File: config.mk
export PLATFORM = sky130hd
export DESIGN_NAME = prod_frame_accum
export DESIGN_NICKNAME = d
export VERILOG_FILES = /design/src/rtl/prod_frame_accum.sv
export SDC_FILE = /design/constraint.sdc
export NUM_CORES = 1
export LEC_CHECK = 0
export CORE_AREA = 5 5 55 57
export DETAILED_ROUTE_END_ITERATION = 7
export DIE_AREA = 0 0 60 62
export GPL_ROUTABILITY_DRIVEN = 1
export PLACE_DENSITY_LB_ADDON = 0.15
export RECOVER_POWER = 100
export SLEW_MARGIN = 20
export SYNTH_ARGS = -nofsm -noshare
export SYNTH_HDL_FRONTEND = slang
export SYNTH_SLANG_ARGS = --single-unit
File: constraint.sdc
create_clock -name clk -period 5.6 [get_ports clk]
set_clock_uncertainty 0.1 [all_clocks]
set_input_delay 1.12 -clock clk [delete_from_list [all_inputs] [get_ports clk]]
set_output_delay 1.12 -clock clk [all_outputs]
set_load 0.02 [all_outputs]
File: src/rtl/prod_frame_accum.sv
// Frame accumulator: sums every K unsigned products from the array multiplier
// and presents each frame total on a registered valid/ready output.
module prod_frame_accum #(
    parameter int unsigned M = 4,
    parameter int unsigned N = 4,
    parameter int unsigned K = 4,
    localparam int unsigned PW = M + N,
    localparam int unsigned CW = $clog2(K),
    localparam int unsigned AW = PW + CW
) (
    input  logic          clk,
    input  logic          rst_n,
    input  logic          flush,
    input  logic          in_valid,
    input  logic [PW-1:0] in_product,
    output logic          in_ready,
    output logic          out_valid,
    output logic [AW-1:0] out_sum,
    input  logic          out_ready
);

    logic [AW-1:0] acc;
    logic [AW-1:0] acc_nxt;
    logic [AW-1:0] sum;
    logic [AW-1:0] out_sum_nxt;
    logic [CW-1:0] cnt;
    logic [CW-1:0] cnt_nxt;
    logic          out_valid_nxt;
    logic          last;
    logic          accept;

    assign last     = (cnt == CW'(K - 1));
    // Only the closing product of a frame has to wait for the previous total to drain.
    assign in_ready = rst_n & ~flush & ~(last & out_valid & ~out_ready);
    assign accept   = in_valid & in_ready;
    assign sum      = acc + AW'(in_product);

    always_comb begin
        acc_nxt       = acc;
        cnt_nxt       = cnt;
        out_valid_nxt = out_valid;
        out_sum_nxt   = out_sum;

        if (out_valid && out_ready) begin
            out_valid_nxt = 1'b0;
        end

        if (flush) begin
            acc_nxt = '0;
            cnt_nxt = '0;
        end else if (accept) begin
            if (last) begin
                // A completing frame overrides a same-edge drain, keeping out_valid high.
                out_sum_nxt   = sum;
                out_valid_nxt = 1'b1;
                acc_nxt       = '0;
                cnt_nxt       = '0;
            end else begin
                acc_nxt = sum;
                cnt_nxt = cnt + CW'(1);
            end
        end
    end

    always_ff @(posedge clk) begin
        if (!rst_n) begin
            acc       <= '0;
            cnt       <= '0;
            out_valid <= 1'b0;
            out_sum   <= '0;
        end else begin
            acc       <= acc_nxt;
            cnt       <= cnt_nxt;
            out_valid <= out_valid_nxt;
            out_sum   <= out_sum_nxt;
        end
    end

endmodule

==> metrics.txt <==
site row count 18; die width 60 um; total setup buffers inserted after CTS 0; Hold Path Class flip-flop to flip-flop; critical path launch point rst_n; Final HPWL DP 2070 um; Final TNS setup 0 ns; Sequential Power Share 58.3%; CP Capture Type output pin; number of I/O pins 25; EDFF count, synth 0; port bufs 24; First DRT Iteration DRCs 28; layout cells sized above 1 5.77%; outcome completed; Slew Viols, Final 0; Data arrival, critical path 3.13 ns; cell family with most CP delay buffers and inverters; highest clock rate 230 MHz; CTS root buffer clkbuf_4; post-DR vias/cell 5.53; Routed WL 2720 um; gp weighted congestion 0.731; LEAKAGE 0.653 nW; Clock Sinks 23; Design Power 0.000287 W; synthesized area per cell 9.62 um^2; #FFs+latches synth 23; hold_sp out_sum[5]; CTS tree done; Sw Pwr 0.0000728 W; first-pass GRT wire length 4610 um; Crit path required time 4.38 ns; Slew @ Worst Pin 0.969 ns; syn_nets 157; relative slew slack 35.3%; DRT Pass-1 Iters 4; Total GRT Usage 16.4%; Die Span Y 62 um; Post-synth ARST share 0%; clock latency on the worst-skew pair 0.31 ns; Peak supply drop 172 uV; CP bufs+invs 2; wire length per cell 14.6 um; Vias 1029; Synth Instances 134; Final setup viols 0; worst path cell trace dlygate4sd3_1, nand2b_1, a21oi_1, dlygate4sd3_1; clk buf depth 2; core area 2430 um^2; critical-path maximum fanout 13; Worst-path clk slew 0.12 ns; Detail Route Antenna Nets 0; Ys Warns 0; Ant. Diodes 0; H-tree levels 1; initial antenna violation count 0; Setup CP Type input port to output pin; die area 3720 um^2; min cycle time layout 4.35 ns; largest net degree at the start of global routing 23; sequential area share after synthesis 35.7%; Worst path most repeated cell dlygate4sd3_1; Post-Syn Area 1290 um^2; synth unique cells 45; r2r startpoint cnt[0]; max incr delay on CP 0.79 ns; Net Sw Frac 25.4%; critical-path cell with the highest stage delay dlygate4sd3_1; Power per Cell Area 189 nW/um^2; Main synth FF type dfxtp_1; Combinational Power Share 15.2%; Fin. Hold Viols 0; Pint 0.000214 W; CTS Buf Count 3; Clock Power Share 26.5%; max_cap viols 0; RSZ-0062 raised after global routing no; CTS resizes 0; final cycle utilization of the critical path 77.7%; total congestion overflow 0; CP startpoint kind input port; Hold Buf Count CTS 0; Layout Nets 180; vias in the first global route 1003; Initial Util 53.0%; DRC 0; area delta synth->final 17.4%
-- cells by family after synthesis --
kind of cell | count (synthesis) | share of synthesized area (%)
AND/OR/NAND/NOR | 47 | 20.8
AO/OA/AOI/OAI | 36 | 21.8
flip-flops | 23 | 35.7
adder cells (fa/ha/maj) | 10 | 10.3
buffers and inverters | 9 | 5.14
XOR/XNOR | 8 | 5.44
multiplexers | 1 | 0.777
-- Yosys cell counts, types with 2 or more instances --
cell / instances / area share (%)
a21boi_1: 2 / 1.2
a21o_1: 5 / 2.9
a21oi_1: 7 / 2.7
a31oi_1: 4 / 1.9
a32o_1: 3 / 2.3
and3_1: 2 / 0.97
buf_6: 3 / 2.6
dfxtp_1: 23 / 36
ha_1: 9 / 8.7
inv_1: 3 / 0.87
nand2_1: 11 / 3.2
nand3_1: 6 / 2.3
nand3b_1: 3 / 1.7
nor2_1: 10 / 2.9
nor3_1: 3 / 1.2
o21a_1: 2 / 1.2
o21ai_1: 3 / 1.2
or4_1: 2 / 1.2
xnor2_1: 2 / 1.4
xor2_1: 6 / 4.1
-- tightest hold or removal path, cell delays in order (launching register included) --
cell,delay (ns)
dfxtp_1,0.33
nand3_1,0.06
nand2_1,0.05
-- layout by cell type (no fill, tap or decap), drive strengths merged, types with 3 or more instances in the layout --
master,n
a21o,5
a21oi,8
a31oi,4
a32o,3
clkbuf,4
clkdlybuf4s50,11
dfxtp,23
dlygate4sd3,13
ha,9
inv,3
nand2,11
nand3,7
nand3b,3
nor2,10
nor3,3
o21ai,4
xor2,6
-- stage by stage --
| step | cell area (um^2) | hold WS (ns) | instances | worst slack [ns] | util (%) |
|---|---|---|---|---|---|
| detailed placement | 1510 | 0.351 | 182 | 1.41 | 62.1 |
| global route | 1510 | 0.400 | 186 | 0.990 | 62.2 |
| finish | 1510 | 0.368 | 186 | 1.25 | 62.2 |
| CTS | 1540 | 0.369 | 186 | 1.41 | 63.2 |
| global placement | 1510 | 0.346 | 182 | 1.44 | 62.1 |
| floorplan | 1290 | 0.350 | 134 | 2.65 | - |
-- worst paths after layout --
kind | cells after the start | endpoint | slack, ns
worst max-delay path | 4 | in_ready | 1.25
worst min-delay path | 2 | out_sum[5] | 0.37
worst max register to register | 6 | out_sum[4] | 2.68
worst min register to register | 2 | out_sum[5] | 0.37
-- area by class of cell --
| type | count | area, um^2 |
|---|---|---|
| fill | 214 | 920 |
| multi-input combinational | 102 | 737 |
| sequential | 23 | 460 |
| timing repair buffer | 24 | 240 |
| tap | 30 | 37.5 |
| clock buffer | 4 | 26.3 |
| inverter | 3 | 11.3 |
-- routing by layer --
layer,routed length [um],global-route usage (%),up-vias,part of all wire [%]
met2,1360,28.1,21,50
li1,-,-,534,-
met4,21,4.43,0,0.77
met1,1240,20.6,470,46
met5,0,0,-,0
met3,92,3.93,4,3.4
-- power groups by stage --
stage | sequential [W] | combinational, W | clock, W
5_1_grt | 0.000168 | 0.0000475 | 0.0000864
4_1_cts | 0.000167 | 0.0000451 | 0.0000783
3_3_place_gp | 0.000171 | 0.0000435 | 0
3_5_place_dp | 0.000171 | 0.0000450 | 0
2_1_floorplan | 0.000170 | 0.0000305 | 0
6_report | 0.000167 | 0.0000436 | 0.0000760
-- sequential cells by signal, summed over array words and instances, names as in the netlist --
| register | count |
|---|---|
| out_valid | 1 |
| cnt | 2 |
| acc | 10 |
| out_sum | 10 |
No activity file was read; power rests on OpenSTA's default activity.
